## src/rtl/board_io_ctrl.sv

```systemverilog
// Board-level I/O front-end: lock-qualified core reset, debounced buttons with
// sticky press IRQs, synchronised switches and PWM-dimmed LED outputs.
module board_io_ctrl #(
    parameter int BTN_NUM         = 5,
    parameter int SW_WIDTH        = 16,
    parameter int LED_WIDTH       = 16,
    parameter int DEBOUNCE_CYCLES = 500000,
    parameter int RST_STRETCH     = 16,
    parameter int PWM_BITS        = 8
) (
    input  logic                 clk_i,
    input  logic                 arst_n_i,
    input  logic                 pll_locked_i,
    input  logic [BTN_NUM-1:0]   btn_i,
    input  logic [SW_WIDTH-1:0]  sw_i,
    input  logic [LED_WIDTH-1:0] led_i,
    input  logic [PWM_BITS-1:0]  led_bright_i,
    input  logic [BTN_NUM-1:0]   irq_ack_i,
    output logic                 sys_rst_o,
    output logic [SW_WIDTH-1:0]  sw_o,
    output logic [BTN_NUM-1:0]   btn_level_o,
    output logic [BTN_NUM-1:0]   btn_press_o,
    output logic [BTN_NUM-1:0]   btn_irq_o,
    output logic [LED_WIDTH-1:0] led_o
);

    localparam int DW = $clog2(DEBOUNCE_CYCLES);
    localparam int RW = $clog2(RST_STRETCH + 1);

    logic                 lock_meta_r;
    logic                 lock_sync_r;
    logic [BTN_NUM-1:0]   btn_meta_r;
    logic [BTN_NUM-1:0]   btn_sync_r;
    logic [SW_WIDTH-1:0]  sw_meta_r;
    logic [SW_WIDTH-1:0]  sw_sync_r;
    logic [RW-1:0]        rcnt_r;
    logic                 sys_rst_r;
    logic [DW-1:0]        dcnt_r [BTN_NUM];
    logic [BTN_NUM-1:0]   level_r;
    logic [BTN_NUM-1:0]   level_prev_r;
    logic [BTN_NUM-1:0]   press_r;
    logic [BTN_NUM-1:0]   irq_r;
    logic [PWM_BITS-1:0]  pcnt_r;
    logic [LED_WIDTH-1:0] led_r;
    logic                 pwm_en_s;

    // Two-flop synchronisers for every asynchronous board input.
    always_ff @(posedge clk_i or negedge arst_n_i) begin
        if (!arst_n_i) begin
            lock_meta_r <= 1'b0;
            lock_sync_r <= 1'b0;
            btn_meta_r  <= '0;
            btn_sync_r  <= '0;
            sw_meta_r   <= '0;
            sw_sync_r   <= '0;
        end else begin
            lock_meta_r <= pll_locked_i;
            lock_sync_r <= lock_meta_r;
            btn_meta_r  <= btn_i;
            btn_sync_r  <= btn_meta_r;
            sw_meta_r   <= sw_i;
            sw_sync_r   <= sw_meta_r;
        end
    end

    // Reset stretcher: any unlocked cycle restarts the full release count.
    always_ff @(posedge clk_i or negedge arst_n_i) begin
        if (!arst_n_i) begin
            rcnt_r    <= '0;
            sys_rst_r <= 1'b1;
        end else if (!lock_sync_r) begin
            rcnt_r    <= '0;
            sys_rst_r <= 1'b1;
        end else if (rcnt_r != RW'(RST_STRETCH)) begin
            rcnt_r <= rcnt_r + RW'(1);
            if (rcnt_r == RW'(RST_STRETCH - 1)) begin
                sys_rst_r <= 1'b0;
            end
        end
    end

    // Per-channel debouncers; they keep running while the core is in reset.
    always_ff @(posedge clk_i or negedge arst_n_i) begin
        if (!arst_n_i) begin
            for (int i = 0; i < BTN_NUM; i++) begin
                dcnt_r[i] <= '0;
            end
            level_r <= '0;
        end else begin
            for (int i = 0; i < BTN_NUM; i++) begin
                if (btn_sync_r[i] == level_r[i]) begin
                    dcnt_r[i] <= '0;
                end else if (dcnt_r[i] == DW'(DEBOUNCE_CYCLES - 1)) begin
                    dcnt_r[i]  <= '0;
                    level_r[i] <= ~level_r[i];
                end else begin
                    dcnt_r[i] <= dcnt_r[i] + DW'(1);
                end
            end
        end
    end

    // Rising-edge press pulses and sticky IRQ flags; a press beats a same-cycle ack.
    always_ff @(posedge clk_i or negedge arst_n_i) begin
        if (!arst_n_i) begin
            level_prev_r <= '0;
            press_r      <= '0;
            irq_r        <= '0;
        end else begin
            level_prev_r <= level_r;
            if (sys_rst_r) begin
                press_r <= '0;
                irq_r   <= '0;
            end else begin
                press_r <= level_r & ~level_prev_r;
                irq_r   <= (irq_r & ~irq_ack_i) | press_r;
            end
        end
    end

    // PWM enable: full brightness bypasses the compare to reach 100% duty.
    always_comb begin
        pwm_en_s = 1'b0;
        if (led_bright_i == {PWM_BITS{1'b1}}) begin
            pwm_en_s = 1'b1;
        end else if (pcnt_r < led_bright_i) begin
            pwm_en_s = 1'b1;
        end else begin
            pwm_en_s = 1'b0;
        end
    end

    // Free-running PWM counter and registered LED drive.
    always_ff @(posedge clk_i or negedge arst_n_i) begin
        if (!arst_n_i) begin
            pcnt_r <= '0;
            led_r  <= '0;
        end else begin
            pcnt_r <= pcnt_r + PWM_BITS'(1);
            led_r  <= led_i & {LED_WIDTH{pwm_en_s}};
        end
    end

    assign sys_rst_o   = sys_rst_r;
    assign sw_o        = sw_sync_r;
    assign btn_level_o = level_r;
    assign btn_press_o = press_r;
    assign btn_irq_o   = irq_r;
    assign led_o       = led_r;

endmodule

```

## config.mk

```make
export PLATFORM = sky130hd
export DESIGN_NAME = board_io_ctrl
export DESIGN_NICKNAME = d
export VERILOG_FILES = /design/src/rtl/board_io_ctrl.sv
export SDC_FILE = /design/constraint.sdc
export NUM_CORES = 1
export LEC_CHECK = 0
export CAP_MARGIN = 40
export CORE_UTILIZATION = 45
export CTS_CLUSTER_SIZE = 40
export DETAILED_ROUTE_END_ITERATION = 12
export PLACE_DENSITY_LB_ADDON = 0.12
export SYNTH_ARGS = -nofsm -noshare
export SYNTH_HDL_FRONTEND = slang
export SYNTH_SLANG_ARGS = --single-unit
```

## constraint.sdc

```tcl
create_clock -name clk_i -period 2.2 [get_ports clk_i]
set_input_delay 0.22 -clock clk_i [delete_from_list [all_inputs] [get_ports clk_i]]
set_output_delay 0.22 -clock clk_i [all_outputs]
set_load 0.02 [all_outputs]
```

==> reports/metrics.yaml, run 1 <==
cp_max_fo: 5
worstMarginPinSlew_ns: 0.6509
grt_pass1_wl_mm: 26.64
first_global_vias: 5664
final_util: 0.5738
p_total_w: 0.006868
cts.root.buffer_cell: "clkbuf_16"
reg2reg_slack_ns: 0.04
timing.hold.ws_ns: 0.2263
nets: 903
place_hpwl_mm: 11.13
critPathCapture: "btn_level_o[1]$_DFFE_PN0P_"
synth_area_leaders: "dfrtp_1 (59%), xnor2_1 (5.3%), nor2_1 (4.3%)"
yosys.area.top_type: "dfrtp_1"
drtPass1Iterations: 4
layout_setup_ws_ns: 0.03902
routed-via-count: 5620
min_path_type: "input port to flip-flop"
fill_cells: 1427
antenna_found_initial: 0
rsz0062_at_grt: "false"
power_density_mw_per_mm2: 694.5
drive_gt1_frac: 0.08876
synth-edff-count: 0
syn-cell-area_mm2: 0.007913
setup_viol: 0
seq_area_frac_synth: 0.5979
drt_wl_total_mm: 15.56
post_cts_buffers: 0
synthFlopType: "dfrtp_1"
slew_headroom: 0.5650
clockBufferDepth: 2
gr-usage-all-layers: 0.1860
clkLatencyLatePin_ns: 0.42
syn_nets: 772
rows: 48
io_buffers: 100
die_y_um: 134.6
p_leak_nw: 4.134
cts-htree-levels: 4
diodes: 0
yosysMostFrequentCell: "dfrtp_1"
dieWidth_um: 134.6
ir_drop_v: 0.0006430
synth.top_cell.area_share: 0.5946
maxCapViolCount: 0
finClkSkew_ns: 0.006909
ys_types: 47
arrival_ns: 2.47
ant_nets: 0
period_minus_slack_ns: 2.161
cts_tree: "done"
fmax_mhz: 462.8
cts.sinks: 189
initial_core_util: 0.4591
wl_per_cell_um: 14.54
r2r_start: "dcnt_r[69]$_DFF_PN0_"
yosys_register_bits: 189
gr-total-overflow: 0
cp-startpoint: "dcnt_r[69]$_DFF_PN0_"
fin_area_mm2: 0.009889
async_reset_ff_frac: 1.000
critPathRequiredTime_ns: 2.51
setup.worst_path.start_class: "flip-flop"
grt_max_degree: 67
viasPerCell: 5.252
cts_made_buffers: 17
syn-instance-count: 703
worst_r2r_path_depth: 4
finalHoldViolations: 0
path_clk_slew_ns: 0.07
pin_count: 101
maxSlewViolCount: 0
status: "complete, no violations"
cp-end-kind: "flip-flop"
yosys_warnings: 0
synthToLayoutAreaGrowth_pct: 24.98
drc: 0
drt_iter0_markers: 271
gp_congestion: 0.8348
dpl_cell_area_mm2: 0.009339
dpl_worst_slack_ns: -0.2668
ys_top_cells_by_count: "dfrtp_1 (188), nor2_1 (91), xnor2_1 (48)"
core_area_mm2: 0.01724
timing.final.crit_share: 0.9823
critical_path_class: "flip-flop to flip-flop"
syn_avg_cell_area_um2: 11.26
die-area_mm2: 0.01812
r2r-end: "btn_level_o[1]$_DFFE_PN0P_"
hold_start: "btn_i[2]"
layout by cell type, fill, tap and decap left out, types with 3 or more instances in the layout:
master           synthesis  routed
a21oi_1                 27      27
and2_1                   7       7
and3_1                   6       6
and4_1                   9       9
buf_4                    0      23
clkbuf_16                0      17
clkdlybuf4s50_1          0      99
clkinv_2                 0       5
clkinv_4                 0       3
dfrtp_1                188     188
ha_1                    16      16
inv_1                   31      31
mux2_2                   5       5
nand2_1                 35      35
nand3_1                 38      38
nand4_1                 29      29
nor2_1                  91      91
nor3_1                  18      18
nor3b_1                 21      21
nor4_1                  17      16
nor4b_1                  3       3
o21ai_0                 10      10
o31ai_1                  7       7
or2_2                    6       6
or3_1                   10      10
or4_1                   10      10
xnor2_1                 48      48
xor2_1                  30      30
flip-flops by register name (all words and copies together), names as in the netlist:
name / flops
sw_meta_r: 16
btn_meta_r: 5
level_prev_r: 5
lock_meta_r: 1
btn_sync_r: 5
led_o: 16
pcnt_r: 8
sys_rst_o: 1
lock_sync_r: 1
rcnt_r: 5
sw_o: 16
btn_irq_o: 5
btn_level_o: 5
dcnt_r: 95
btn_press_o: 5
cells by family after synthesis:
family | Yosys count | share of synthesized area
buffers and inverters | 44 | 0.02214
flip-flops | 189 | 0.5979
adder cells (fa/ha/maj) | 16 | 0.02530
XOR/XNOR | 78 | 0.08634
AND/OR/NAND/NOR | 314 | 0.2141
AO/OA/AOI/OAI | 57 | 0.04712
multiplexers | 5 | 0.007115
metal layers:
metal | global-route usage | up-vias | routed length [um] | part of all wire
met5 | 0 | - | 0 | 0
met4 | 0.06305 | 0 | 184 | 0.012
met3 | 0.05668 | 13 | 918 | 0.059
met2 | 0.3043 | 121 | 7578 | 0.49
met1 | 0.2355 | 2771 | 6875 | 0.44
li1 | - | 2715 | - | -
cell type report:
class	instances	area [um2]	share of cell area
inverters	31	116.4	0.01177
clock buffers	19	432.9	0.04378
clock inverters	11	97.59	0.009868
repair buffers	125	1207	0.1221
flip-flops and latches	189	4731	0.4784
well taps	225	281.5	0.02847
multi-input cells	470	3023	0.3057
worst max-delay path: stages (launching register included):
cell,delay [ns]
dfrtp_1,0.42
or4_1,0.51
or4_4,0.52
nor3_1,0.22
mux2_2,0.37
what timing repair did:
item                                    CTS  global route
endpoints found under the setup margin    0             9
endpoints found under the hold margin    59             0
hold buffers                              1             0
resized for setup                         0             2
worst min-delay path by stage:
stage | cells past startpoint | endpoint | slack (ns)
floorplan | 0 | btn_irq_o[0]$_DFF_PN0_ | -0.08
global placement | 1 | dcnt_r[5]$_DFF_PN0_ | 0.24
detailed placement | 1 | dcnt_r[15]$_DFF_PN0_ | 0.25
CTS | 1 | lock_meta_r$_DFF_PN0_ | 0.21
global route | 1 | sw_meta_r[0]$_DFF_PN0_ | 0.21
finish | 1 | btn_meta_r[2]$_DFF_PN0_ | 0.23
stage by stage:
stage / setup TNS (ns) / instances
2_1_floorplan: 0 / 703
5_1_grt: 0 / 1070
3_5_place_dp: -2.772 / 1039
6_report: 0 / 1070
4_1_cts: 0 / 1070
3_3_place_gp: -6.916 / 1037
where the power goes:
group          switching (W)  total [W]  internal, W  leakage [nW]
clock                0.00127    0.00281      0.00154         0.263
combinational       0.000227   0.000445     0.000218          1.39
sequential         0.0000488    0.00361      0.00356          2.48
Power figures use the tool's default switching activity.
==> run 2: changes to the inputs <==
--- a/config.mk
+++ b/config.mk
@@ -5,7 +5,9 @@
 export SDC_FILE = /design/constraint.sdc
 export NUM_CORES = 1
 export LEC_CHECK = 0
+export ABC_AREA = 1
 export CAP_MARGIN = 40
+export CORE_ASPECT_RATIO = 0.6
 export CORE_UTILIZATION = 45
 export CTS_CLUSTER_SIZE = 40
 export DETAILED_ROUTE_END_ITERATION = 12
==> run 2 against run 1 <==
Net effect:
- the run now ends with DRC left
- maximum frequency increased by 21%
- synthesized area increased by 7.8%
- hold slack about the same
- critical path type is now flip-flop to output pin
==> reports/metrics.yaml, run 2 <==
cts.sinks: 189
nets: 1145
finClkSkew_ns: 0.008918
cp_num_buf_inv: 1
cts_tree: "done"
initial_core_util: 0.4660
mostFrequentLayoutCells: "nor2_1 (194), dfrtp_1 (188), nand2_1 (179), inv_1 (110), clkdlybuf4s50_1 (99)"
arrival_ns: 1.57
p_sw_frac: 0.2235
ir_drop_v: 0.0005251
place_hpwl_mm: 12.22
cp-end-kind: "output pin"
viasPerCell: 4.628
post_cts_buffers: 0
core_area_mm2: 0.01831
p_leak_nw: 4.719
fin_setup_tns_ns: 0
path_clk_slew_ns: 0.07
yosysMostFrequentCell: "nor2_1"
max_stage_delay_ns: 0.60
drt_iter0_markers: 450
p_switching_w: 0.001611
critical_path_class: "flip-flop to output pin"
largest-register: "dcnt_r"
status: "finished, violations left"
combPwrFrac: 0.060
cts-htree-levels: 4
dieWidth_um: 179.7
synth-edff-count: 0
synth.top_cell.area_share: 0.5516
yosys.area.top_type: "dfrtp_1"
seq_area_frac_synth: 0.5546
yosys_warnings: 0
drive_gt1_frac: 0.1019
syn_nets: 1022
wl_per_cell_um: 12.62
syn-instance-count: 953
grt_max_degree: 59
clkLatencyLatePin_ns: 0.43
violations: "DRC"
syn-cell-area_mm2: 0.008529
fmax_mhz: 559.5
cts_made_buffers: 17
synthFlopType: "dfrtp_1"
antenna_found_initial: 0
yosys_register_bits: 189
synth_area_leaders: "dfrtp_1 (55%), nor2_1 (8.5%), nand2_1 (7.9%)"
p_total_w: 0.007206
drt_wl_total_mm: 16.78
min_path_type: "input port to flip-flop"
io_buffers: 100
setup_viol: 0
drtPass1Iterations: 9
timing.final.crit_share: 0.8124
cp_slowest_cell: "clkdlybuf4s50_1"
setup.worst_path.start_class: "flip-flop"
critPathRequiredTime_ns: 1.98
layout_commonest_cell: "nor2_1"
cp_cell_sequence: "clkdlybuf4s50_1"
cts-resized-gates: 0
worstMarginPinSlew_ns: 0.5599
cp_max_fo: 2
p_clk_frac: 0.439
maxSlewViolCount: 0
routed-via-count: 6150
maxCapViolCount: 0
rsz0062_at_grt: "false"
async_reset_ff_frac: 1.000
gr-usage-all-layers: 0.1894
grt_pass1_wl_mm: 29.12
ant_nets: 0
synthToLayoutAreaGrowth_pct: 23.24
ys_top_cells_by_count: "nor2_1 (194), dfrtp_1 (188), nand2_1 (179)"
syn_avg_cell_area_um2: 8.950
die_y_um: 108.6
period_minus_slack_ns: 1.787
gr-total-overflow: 0
die-area_mm2: 0.01953
drc: 10
power_frac_seq: 0.500
pin_count: 101
power.internal_w: 0.005595
clockBufferDepth: 2
diodes: 0
cts.root.buffer_cell: "clkbuf_16"
gp_congestion: 0.8952
first_global_vias: 5796
rows: 38
finalHoldViolations: 0
largest_register_ffs: 95
slew_headroom: 0.6249
power_density_mw_per_mm2: 685.5
ys_types: 36
crit_family: "buffers and inverters"
## run 2: cell count changes in the layout (fill, tap and decap cells not counted), moves of 13 or more
cell	before	now
nand2_1	35	179
nor2_1	91	194
inv_1	31	110
xnor2_1	48	12
nor2_2	0	23
buf_4	23	6
nor4_1	16	0
nand2_2	0	13
nand4_1	29	16
nor3b_1	21	8
## run 2: cell families after synthesis
kind of cell | share of synthesized area
compound gates | 0.03682
xor+xnor | 0.04856
flops | 0.5546
fa+ha+maj | 0.02347
buf+inv | 0.05589
simple gates | 0.2806
## run 2: per-layer routing
| metal | global-route usage | wire [um] | up-vias | part of all wire |
|---|---|---|---|---|
| li1 | - | - | 3227 | - |
| met2 | 0.2368 | 5981 | 157 | 0.36 |
| met4 | 0.05911 | 152 | 0 | 0.0091 |
| met1 | 0.3097 | 9624 | 2754 | 0.57 |
| met3 | 0.04576 | 1018 | 12 | 0.061 |
| met5 | 0 | 0 | - | 0 |
## run 2: worst register-to-register path, delay by kind of cell, from the launching register on
kind	cells	cell delay (ns)
AND/OR/NAND/NOR	3	0.43
adder cells (fa/ha/maj)	1	0.31
AO/OA/AOI/OAI	2	0.44
flip-flops	1	0.43
## run 2: final cells by class
cell class,count,area (um2)
Clock buffer,20,446.7
Tap cell,240,300.3
Timing Repair Buffer,109,1100
Multi-Input combinational cell,641,3322
Fill cell,1610,7794
Inverter,118,450.4
Sequential cell,189,4731
Clock inverter,12,161.4
## run 2: final timing paths
kind                                               from  slack [ns]  depth (start not counted)                    end
worst max-delay path              sys_rst_o$_DFFE_PN1P_        0.41                          1              sys_rst_o
worst min-delay path                       pll_locked_i        0.23                          1  lock_meta_r$_DFF_PN0_
worst max register to register      pcnt_r[3]$_DFF_PN0_        0.52                          6     led_o[4]$_DFF_PN0_
worst min register to register  sw_meta_r[15]$_DFF_PN0_        0.35                          0     sw_o[15]$_DFF_PN0_
max in group asynchronous                      arst_n_i        1.13                          3   dcnt_r[23]$_DFF_PN0_
min in group asynchronous                      arst_n_i        0.32                          2      sw_o[8]$_DFF_PN0_
## run 2: power by group through the flow
stage | sequential [W] | combinational [W] | clock [W]
after floorplan | 0.00371 | 0.000118 | 0
after global placement | 0.00367 | 0.000439 | 0
after detailed placement | 0.00367 | 0.000444 | 0
after CTS | 0.00361 | 0.000447 | 0.00326
after global routing | 0.00361 | 0.000491 | 0.00341
final | 0.00361 | 0.000435 | 0.00317
## run 2: what timing repair did
item | CTS | global route
setup endpoints to repair | 0 | 0
hold buffers | 1 | 0
endpoints found under the hold margin | 53 | 0
## run 2: through the flow
step	setup WS, ns	utilization	cells	cell area [um2]	hold slack, ns
floorplan	0.7905	-	953	8529	-0.07559
global placement	0.2289	0.5405	1296	9893	0.2256
detailed placement	0.1723	0.5405	1296	9893	0.2219
CTS	0.3765	0.5742	1329	10510	0.2066
global route	0.3305	0.5742	1329	10510	0.2090
finish	0.4127	0.5742	1329	10510	0.2258
